File: src/rtl/serial_slave_port_pkg.sv
// Shared serial-bus definitions: slave FSM states, transfer mode encoding and
// the bit-counter sizing helper used by both bus endpoints.
package serial_slave_port_pkg;

  typedef enum logic [2:0] {
    ST_IDLE,
    ST_ADDR,
    ST_WDATA,
    ST_ACCESS,
    ST_RDATA
  } state_t;

  localparam logic MODE_READ  = 1'b0;
  localparam logic MODE_WRITE = 1'b1;

  // One spare bit so the counter can hold the full field length itself.
  function automatic int unsigned cnt_width(input int unsigned a, input int unsigned b);
    int unsigned m;
    m = (a > b) ? a : b;
    return $clog2(m) + 1;
  endfunction

endpackage

File: src/rtl/serial_slave_port_if.sv
// Serial bus lines plus the parallel peripheral port of one slave position.
interface serial_slave_port_if #(
  parameter int ADDR_WIDTH = 12,
  parameter int DATA_WIDTH = 8
);

  logic                  bwdata;
  logic                  bmode;
  logic                  bwvalid;
  logic                  brdata;
  logic                  brvalid;
  logic                  sready;
  logic                  mem_req;
  logic                  mem_we;
  logic [ADDR_WIDTH-1:0] mem_addr;
  logic [DATA_WIDTH-1:0] mem_wdata;
  logic [DATA_WIDTH-1:0] mem_rdata;
  logic                  mem_ack;
  logic                  timeout_err;

  modport slave (
    input  bwdata, bmode, bwvalid, mem_rdata, mem_ack,
    output brdata, brvalid, sready, mem_req, mem_we, mem_addr, mem_wdata, timeout_err
  );

  modport master (
    output bwdata, bmode, bwvalid, mem_rdata, mem_ack,
    input  brdata, brvalid, sready, mem_req, mem_we, mem_addr, mem_wdata, timeout_err
  );

endinterface

File: src/rtl/serial_piso.sv
// Parallel-in serial-out register: loads a word and presents it LSB first,
// one bit per shift.
module serial_piso #(
  parameter int DATA_WIDTH = 8
) (
  input  logic                  clk,
  input  logic                  rstn,
  input  logic                  load,
  input  logic                  shift,
  input  logic [DATA_WIDTH-1:0] din,
  output logic                  dout
);

  logic [DATA_WIDTH-1:0] sr_q;

  always_ff @(posedge clk) begin
    if (!rstn) begin
      sr_q <= '0;
    end else if (load) begin
      sr_q <= din;
    end else if (shift) begin
      sr_q <= sr_q >> 1;
    end
  end

  assign dout = sr_q[0];

endmodule

File: src/rtl/serial_slave_port.sv
// serial_slave_port: bit-serial bus responder that turns each received
// transaction into one req/ack access on a parallel peripheral port.
module serial_slave_port
  import serial_slave_port_pkg::*;
#(
  parameter int ADDR_WIDTH  = 12,
  parameter int DATA_WIDTH  = 8,
  parameter int ACK_TIMEOUT = 64
) (
  input logic                clk,
  input logic                rstn,
  serial_slave_port_if.slave bus
);

  localparam int CW      = cnt_width(ADDR_WIDTH, DATA_WIDTH);
  localparam int TW      = (ACK_TIMEOUT > 1) ? $clog2(ACK_TIMEOUT) : 1;
  localparam int TO_LAST = (ACK_TIMEOUT > 0) ? ACK_TIMEOUT - 1 : 0;

  localparam logic [CW-1:0] ADDR_LAST  = CW'(ADDR_WIDTH - 1);
  localparam logic [CW-1:0] DATA_LAST  = CW'(DATA_WIDTH - 1);
  localparam logic [TW-1:0] TIMER_LAST = TW'(TO_LAST);

  state_t                state_q, state_d;
  logic                  mode_q;
  logic [CW-1:0]         bit_cnt_q;
  logic [ADDR_WIDTH-1:0] addr_q;
  logic [DATA_WIDTH-1:0] wdata_q;
  logic [TW-1:0]         timer_q;

  logic                  mem_req_q, mem_we_q, brvalid_q, timeout_q;
  logic                  mem_req_d, mem_we_d, brvalid_d, timeout_d;
  logic                  piso_load, piso_shift, piso_dout;
  logic [DATA_WIDTH-1:0] piso_din;

  logic addr_bit, data_bit, cnt_last, next_mode, timeout_hit;

  assign addr_bit  = bus.bwvalid && (state_q == ST_IDLE || state_q == ST_ADDR);
  assign data_bit  = bus.bwvalid && (state_q == ST_WDATA);
  assign cnt_last  = (state_q == ST_WDATA || state_q == ST_RDATA) ? (bit_cnt_q == DATA_LAST)
                                                                  : (bit_cnt_q == ADDR_LAST);
  // bmode only counts with the first address bit; afterwards the latched copy rules.
  assign next_mode   = (state_q == ST_IDLE) ? bus.bmode : mode_q;
  assign timeout_hit = (ACK_TIMEOUT != 0) && (timer_q == TIMER_LAST);

  // NOTE: sequential state uses <= so every flop samples pre-edge values.
  always_ff @(posedge clk) begin
    if (!rstn) begin
      state_q <= ST_IDLE;
    end else begin
      state_q <= state_d;
    end
  end

  // NOTE: default assignment first keeps this block free of inferred latches.
  always_comb begin
    state_d = state_q;
    unique case (state_q)
      ST_IDLE, ST_ADDR: begin
        if (addr_bit) begin
          if (!cnt_last)                     state_d = ST_ADDR;
          else if (next_mode == MODE_WRITE)  state_d = ST_WDATA;
          else                               state_d = ST_ACCESS;
        end
      end
      ST_WDATA: begin
        if (data_bit && cnt_last) state_d = ST_ACCESS;
      end
      ST_ACCESS: begin
        if (bus.mem_ack || timeout_hit) begin
          state_d = (mode_q == MODE_WRITE) ? ST_IDLE : ST_RDATA;
        end
      end
      ST_RDATA: begin
        if (cnt_last) state_d = ST_IDLE;
      end
      default: state_d = ST_IDLE;
    endcase
  end

  // Registered outputs are computed from the next state so they line up with it.
  always_comb begin
    mem_req_d  = (state_d == ST_ACCESS);
    mem_we_d   = (state_d == ST_ACCESS) && (next_mode == MODE_WRITE);
    brvalid_d  = (state_d == ST_RDATA);
    timeout_d  = (state_q == ST_ACCESS) && !bus.mem_ack && timeout_hit;
    piso_load  = (state_q == ST_ACCESS) && (state_d == ST_RDATA);
    piso_shift = (state_q == ST_RDATA);
    piso_din   = bus.mem_ack ? bus.mem_rdata : '1;
  end

  always_ff @(posedge clk) begin
    if (!rstn) begin
      mem_req_q <= 1'b0;
      mem_we_q  <= 1'b0;
      brvalid_q <= 1'b0;
      timeout_q <= 1'b0;
    end else begin
      mem_req_q <= mem_req_d;
      mem_we_q  <= mem_we_d;
      brvalid_q <= brvalid_d;
      timeout_q <= timeout_d;
    end
  end

  // Receive shift: new bits enter at the MSB so the first bit ends up at bit 0.
  always_ff @(posedge clk) begin
    if (!rstn) begin
      mode_q    <= MODE_READ;
      bit_cnt_q <= '0;
      addr_q    <= '0;
      wdata_q   <= '0;
      timer_q   <= '0;
    end else begin
      if (state_q == ST_IDLE && bus.bwvalid) mode_q <= bus.bmode;
      if (addr_bit) addr_q  <= (addr_q >> 1) | (ADDR_WIDTH'(bus.bwdata) << (ADDR_WIDTH - 1));
      if (data_bit) wdata_q <= (wdata_q >> 1) | (DATA_WIDTH'(bus.bwdata) << (DATA_WIDTH - 1));
      if (addr_bit || data_bit || state_q == ST_RDATA) begin
        bit_cnt_q <= cnt_last ? '0 : bit_cnt_q + 1'b1;
      end
      timer_q <= (state_q == ST_ACCESS && state_d == ST_ACCESS) ? timer_q + 1'b1 : '0;
    end
  end

  serial_piso #(
    .DATA_WIDTH (DATA_WIDTH)
  ) u_rd_piso (
    .clk   (clk),
    .rstn  (rstn),
    .load  (piso_load),
    .shift (piso_shift),
    .din   (piso_din),
    .dout  (piso_dout)
  );

  assign bus.brdata      = piso_dout;
  assign bus.brvalid     = brvalid_q;
  assign bus.mem_req     = mem_req_q;
  assign bus.mem_we      = mem_we_q;
  assign bus.mem_addr    = addr_q;
  assign bus.mem_wdata   = wdata_q;
  assign bus.timeout_err = timeout_q;
  assign bus.sready      = !rstn || state_q == ST_IDLE || state_q == ST_ADDR || state_q == ST_WDATA;

endmodule

File: src/flat_wrapper.sv
// flat-port wrapper written by rule: the top's interface ports become plain ports
module serial_slave_port_flat import serial_slave_port_pkg::*;
#(
  parameter int ADDR_WIDTH  = 12,
  parameter int DATA_WIDTH  = 8,
  parameter int ACK_TIMEOUT = 64
)
  (clk, rstn, bus_bwdata, bus_bmode, bus_bwvalid, bus_mem_rdata, bus_mem_ack, bus_brdata, bus_brvalid, bus_sready, bus_mem_req, bus_mem_we, bus_mem_addr, bus_mem_wdata, bus_timeout_err);
  serial_slave_port_if #(.ADDR_WIDTH(ADDR_WIDTH), .DATA_WIDTH(DATA_WIDTH)) bus_i ();
  input logic clk;
  input logic rstn;
  input wire logic [$bits(bus_i.bwdata)-1:0] bus_bwdata;
  input wire logic [$bits(bus_i.bmode)-1:0] bus_bmode;
  input wire logic [$bits(bus_i.bwvalid)-1:0] bus_bwvalid;
  input wire logic [$bits(bus_i.mem_rdata)-1:0] bus_mem_rdata;
  input wire logic [$bits(bus_i.mem_ack)-1:0] bus_mem_ack;
  output wire logic [$bits(bus_i.brdata)-1:0] bus_brdata;
  output wire logic [$bits(bus_i.brvalid)-1:0] bus_brvalid;
  output wire logic [$bits(bus_i.sready)-1:0] bus_sready;
  output wire logic [$bits(bus_i.mem_req)-1:0] bus_mem_req;
  output wire logic [$bits(bus_i.mem_we)-1:0] bus_mem_we;
  output wire logic [$bits(bus_i.mem_addr)-1:0] bus_mem_addr;
  output wire logic [$bits(bus_i.mem_wdata)-1:0] bus_mem_wdata;
  output wire logic [$bits(bus_i.timeout_err)-1:0] bus_timeout_err;
  assign bus_i.bwdata = bus_bwdata;
  assign bus_i.bmode = bus_bmode;
  assign bus_i.bwvalid = bus_bwvalid;
  assign bus_i.mem_rdata = bus_mem_rdata;
  assign bus_i.mem_ack = bus_mem_ack;
  assign bus_brdata = bus_i.brdata;
  assign bus_brvalid = bus_i.brvalid;
  assign bus_sready = bus_i.sready;
  assign bus_mem_req = bus_i.mem_req;
  assign bus_mem_we = bus_i.mem_we;
  assign bus_mem_addr = bus_i.mem_addr;
  assign bus_mem_wdata = bus_i.mem_wdata;
  assign bus_timeout_err = bus_i.timeout_err;
  serial_slave_port #(.ADDR_WIDTH(ADDR_WIDTH), .DATA_WIDTH(DATA_WIDTH), .ACK_TIMEOUT(ACK_TIMEOUT)) u_core (.clk(clk), .rstn(rstn), .bus(bus_i));
endmodule
File: config.mk
export PLATFORM = sky130hd
export DESIGN_NAME = serial_slave_port_flat
export DESIGN_NICKNAME = d
export VERILOG_FILES = /design/src/rtl/serial_slave_port_pkg.sv /design/src/rtl/serial_slave_port_if.sv /design/src/rtl/serial_piso.sv /design/src/rtl/serial_slave_port.sv /design/src/flat_wrapper.sv
export SDC_FILE = /design/constraint.sdc
export NUM_CORES = 1
export LEC_CHECK = 0
export BUFFER_PORTS_ARGS = -buffer_cell sky130_fd_sc_hd__buf_4
export CELL_PAD_IN_SITES_DETAIL_PLACEMENT = 1
export CELL_PAD_IN_SITES_GLOBAL_PLACEMENT = 2
export CORE_MARGIN = 1.5
export CORE_UTILIZATION = 32
export DETAILED_ROUTE_END_ITERATION = 10
export PLACE_DENSITY = 0.89
export RECOVER_POWER = 100
export SYNTH_ARGS = -nofsm -noshare
export SYNTH_HDL_FRONTEND = slang
export SYNTH_SLANG_ARGS = --single-unit
File: constraint.sdc
create_clock -name clk -period 2.05 [get_ports clk]
set_input_delay 0.41 -clock clk [delete_from_list [all_inputs] [get_ports clk]]
set_output_delay 0.41 -clock clk [all_outputs]
set_load 0.01 [all_outputs]
# Word level (Yosys, flattened, before mapping)
# Index checks and enable logic that the tools add are counted.
[totals]
register_bits = 47
latchBits = 0
mem_bits_rw = 0
romBits = 0
output_inout_bits = 26
mem_count = 0
[op_classes]
add_sub_neg = 2
n_mul = 0
div_mod_pow = 0
n_lt_le_gt_ge = 0
eq_ne = 9
shift = 0
mux = 14
n_bitwise = 2
reduce_logical = 23
[op_table]
columns = ["operator", "n"]
rows = [
  ["$mux 8", 3],
  ["$mux 3", 6],
  ["$or 11x12->12", 1],
  ["$pmux 3 s4", 1],
  ["$eq 3x2->1 const B", 3],
  ["$logic_and 1x1->1", 9],
  ["$logic_or 1x1->1", 8],
  ["$or 7x8->8", 1],
  ["$add 6x1->6 const B", 1],
  ["$eq 3x3->1 const B", 2],
  ["$eq 6x6->1 const B", 1],
  ["$add 5x1->5 const B", 1],
  ["$eq 5x3->1 const B", 1],
  ["$eq 5x4->1 const B", 1],
  ["$mux 5", 1],
  ["$eq 3x1->1 const B", 1],
  ["$logic_not 3->1", 1],
  ["$mux 1", 3],
  ["$logic_not 1->1", 2],
  ["$reduce_and 2->1", 1],
  ["$reduce_bool 2->1", 1],
  ["$reduce_or 2->1", 1],
]

# Depth between registers and ports, before layout
[depth]
word_depth = 9
depth_mapped = 7
depth_no_buf = 6

# By module
# From an unflattened synthesis, not the netlist that was laid out.
[hier_totals]
hier_cells = 225
area_unflattened_um2 = 2112.0
[modules_own_cells]
columns = ["mod", "instances", "cells_each", "area_each_um2", "seq_area_each_um2"]
rows = [
  ["serial_slave_port", 1, 190, 1692.9, 780.7],
  ["serial_piso", 1, 35, 419.2, 160.2],
]

# Least setup slack after synthesis
# OpenSTA, ideal clock, no wires.
[synth_timing]
kind = "register -> register"
from = "reg u_core.timer_q[0]"
to = "reg u_core.u_rd_piso.sr_q[0]"
setup_time_ns = 0.122
arrival_time_ns = 1.543
slack_ns = 0.385
path_stages_with_launch = 8
n_path_buf = 1
cell_sequence = "dfxtp_1 > ha_1 > and3_1 > and3_1 > o21ai_2 > buf_4 > nand3_1 > o311a_1"
[synth_via]
elab_chain_cells = 7
word_cells_on_any_way = 8
classes_between = "eq/ne (2); mux (3); reduce/logical (3)"
[synth_lines]
columns = ["element", "line_no", "source"]
rows = [
  ["from (decl)", "serial_slave_port.sv:28", "logic [TW-1:0] timer_q;"],
  ["from (signal assigned)", "serial_slave_port.sv:120", "timer_q <= (state_q == ST_ACCESS && state_d == ST_ACCESS) ? timer_q + 1'b1 : '0;"],
  ["$eq 6x6->1 (*)", "serial_slave_port.sv:43", "assign timeout_hit = (ACK_TIMEOUT != 0) && (timer_q == TIMER_LAST);"],
  ["$logic_or 1x1->1 (*)", "serial_slave_port.sv:69", "if (bus.mem_ack || timeout_hit) begin"],
  ["$mux 3 (*)", "serial_slave_port.sv:69", ""],
  ["$pmux 3 s4 (*)", "serial_slave_port.sv:57", "unique case (state_q)"],
  ["$eq 3x3->1 (*)", "serial_slave_port.sv:86", "piso_load = (state_q == ST_ACCESS) && (state_d == ST_RDATA);"],
  ["$logic_and 1x1->1 (*)", "serial_slave_port.sv:86", ""],
  ["$mux 8 / $reduce_bool 2->1 (equally long branches)", "n/a", ""],
  ["to (signal assigned)", "serial_piso.sv:20", "sr_q <= din;"],
  ["to (signal assigned)", "serial_piso.sv:22", "sr_q <= sr_q >> 1;"],
  ["to (decl)", "serial_piso.sv:14", "logic [DATA_WIDTH-1:0] sr_q;"],
]
# Every way passes the cells marked *; elsewhere a longest branch is shown, timed or not.
# A chain may end at the register's enable or synchronous reset.

# Worst setup path in the final report
[layout_timing]
from = "reg u_core.timer_q[0]"
to = "reg u_core.u_rd_piso.sr_q[6]"
# Same word-level chain as after synthesis.

==> metrics.txt <==
Tcrit/Tclk final=88.5%; HP Start=bus_mem_rdata[0]; Max-slew headroom=61.7%; CP arrival=2000 ps; Tot GR Track Use=14.9%; RSZ-0062 raised after global routing=no; IO buf count=39; RR Startpoint=u_core.timer_q[0]; GPL Wtd Cong=0.742; hold-fix buffers at CTS=0; Final TNS setup=0 ps; synth warn=0; commonest non-fill, non-tap cells in the layout=48 x nand2_1, 47 x dfxtp_1, 28 x clkbuf_1; Worst-path clk slew=90 ps; Clock Tree Buf Depth=2; first-pass GRT wire length=7600 um; Req. time, crit path=2240 ps; final net count=282; hold worst-path end=u_core.u_rd_piso.sr_q[0]; ys flop type=dfxtp_1; MaxCap Viol Count=0; vias in the first global route=1619; reg2reg setup slack=240 ps; Vias=1687; fmax=0.551 GHz; crit-path max FO=18; CTS HTree Levels=2; # clock sinks=47; commonest non-fill, non-tap cell in the layout=nand2_1; detailed placer's ending HPWL=3300 um; initial core utilization=33.6%; Post-synth EDFFs=0; initial DRC count=54; First-pass DRT Iterations=4; Hold Vio Cnt, Final=0; Lkg Pwr=0.908 nW; Num CTS Buffers=5; Placed Area=2390 um^2; Final Core Density=39.8%; Worst Reg-to-Reg Cells=7; die area=6820 um^2; critical path endpoint category=flip-flop; core footprint=6030 um^2; register area share after synthesis=46.4%; routed wirelength normalized by instance count=13.8 um; Die Span Y=82.6 um; status=finished clean; Via density=4.93; power per cell area=725 nW/um^2; Layout area overhead=18.3%; Residual DRC=0; max-slew violation count=0; initial antenna violation count=0; Antenna Cells=0; peak supply drop=0.398 mV; Distinct cells, synth=42; ys async rst share=0%; Net Count, Synth=243; Hold Path Class=in2reg; Worst-Margin Slew=575 ps; Finish-stage setup viols=0; Tmin final=1810 ps; drt total wl=4710 um; r2r endpoint=u_core.u_rd_piso.sr_q[6]; fin area=2400 um^2; post-route ant nets=0; Die X=82.6 um; Worst-Skew Late Latency=300 ps; Hold Crit Depth=2; fraction of layout cells with a size suffix above 1=11.2%; Yosys reg bits=47; Critical Path Start=u_core.timer_q[0]; kind of critical path=reg2reg; Mapped Cells=227; cell row count=28; startpoint types=flip-flop; largest net degree at the start of global routing=20; root buffer cell=clkbuf_8; synthesized area per cell=8.93 um^2; Synth Cell Area=2030 um^2; CTS tree=built; I/O pins=40; final worst setup slack=237 ps; pre-CTS setup slack=108 ps; total grt overflow=0; Clock Skews=7.23 ps
-- how the worst max path moves through the flow --
stage,cells after the start,to
final,7,u_core.u_rd_piso.sr_q[6]
after global routing,6,u_core.timer_q[2]
after CTS,5,u_core.bit_cnt_q[3]
after detailed placement,5,u_core.bit_cnt_q[3]
after global placement,5,u_core.bit_cnt_q[3]
after floorplan,7,u_core.u_rd_piso.sr_q[0]
-- registers in the layout (all words and copies together) (netlist names) --
name                    count
u_core.state_q              3
u_core.bus.mem_addr        12
u_core.bus.mem_req          1
u_core.u_rd_piso.sr_q       8
u_core.bit_cnt_q            5
u_core.bus.timeout_err      1
u_core.bus.mem_wdata        8
u_core.mode_q               1
u_core.bus.brvalid          1
u_core.bus.mem_we           1
u_core.timer_q              6
-- synthesized netlist by cell type, drive strengths merged, types with 3 or more instances --
master / instances / area, um^2
a21boi: 13 / 97.6
a21oi: 6 / 33.8
and3: 3 / 18.8
buf: 5 / 38.8
clkbuf: 7 / 26.3
dfxtp: 47 / 941
inv: 4 / 15.0
mux2i: 10 / 100
nand2: 48 / 180
nand2b: 4 / 25.0
nand3: 10 / 50.1
nor2: 20 / 77.6
nor2b: 9 / 56.3
o21ai: 6 / 33.8
o311a: 8 / 80.1
xnor2: 3 / 26.3
xor2: 4 / 35.0
-- repair_timing --
action                                  4_1_cts  5_1_grt
endpoints found under the setup margin        0        4
setup buffers                                 0        0
endpoints found under the hold margin         0        0
resized for setup                             0        1
-- stage by stage --
step	hold slack, ps	cells	total power (W)
6_report	357	342	0.00174
5_1_grt	347	342	0.00180
4_1_cts	350	342	0.00177
3_5_place_dp	438	334	0.00106
3_3_place_gp	431	334	0.00105
2_1_floorplan	418	227	0.00101
-- kinds of logic (layout without fill, tap and decap cells) --
kind of cell    after synthesis  after routing  share of synthesized area, %
compound gates               41             41                          15.7
xor+xnor                      7              7                          3.02
fa+ha+maj                     2              2                          1.23
buf+inv                      17             57                          4.14
flops                        47             47                          46.4
mux                          11             11                          5.49
simple gates                102            102                          24.0
-- power by group --
group,leakage [nW],switching [W],internal [W],total (W)
clock,0.0612,0.000310,0.000395,0.000704
combinational,0.467,0.0000565,0.0000429,0.0000995
sequential,0.380,0.0000111,0.000923,0.000934
total,0.908,0.000377,0.00136,0.00174
-- metal layers --
metal,part of all wire [%],up-vias,GRT usage [%]
met5,0,-,0
met4,1.8,0,6.50
met3,3.9,6,2.86
met2,49,29,25.4
met1,45,796,18.1
li1,-,856,-
-- critical path: stages (launching register included) --
cell and delay [ps]:
dfxtp_1 330, ha_1 220, and3_1 220, and3_1 210, o21ai_2 100, clkbuf_2 330, nand3_1 140, o311a_1 150
-- final cells by class --
type	instances	area, um^2
repair buffers	44	223
clock inverters	2	35.0
inverters	5	18.8
well taps	75	93.8
fillers	743	3630
flip-flops and latches	47	941
multi-input cells	163	1000
clock buffers	6	82.6
Note: power is estimated with default switching activity, not from simulation.
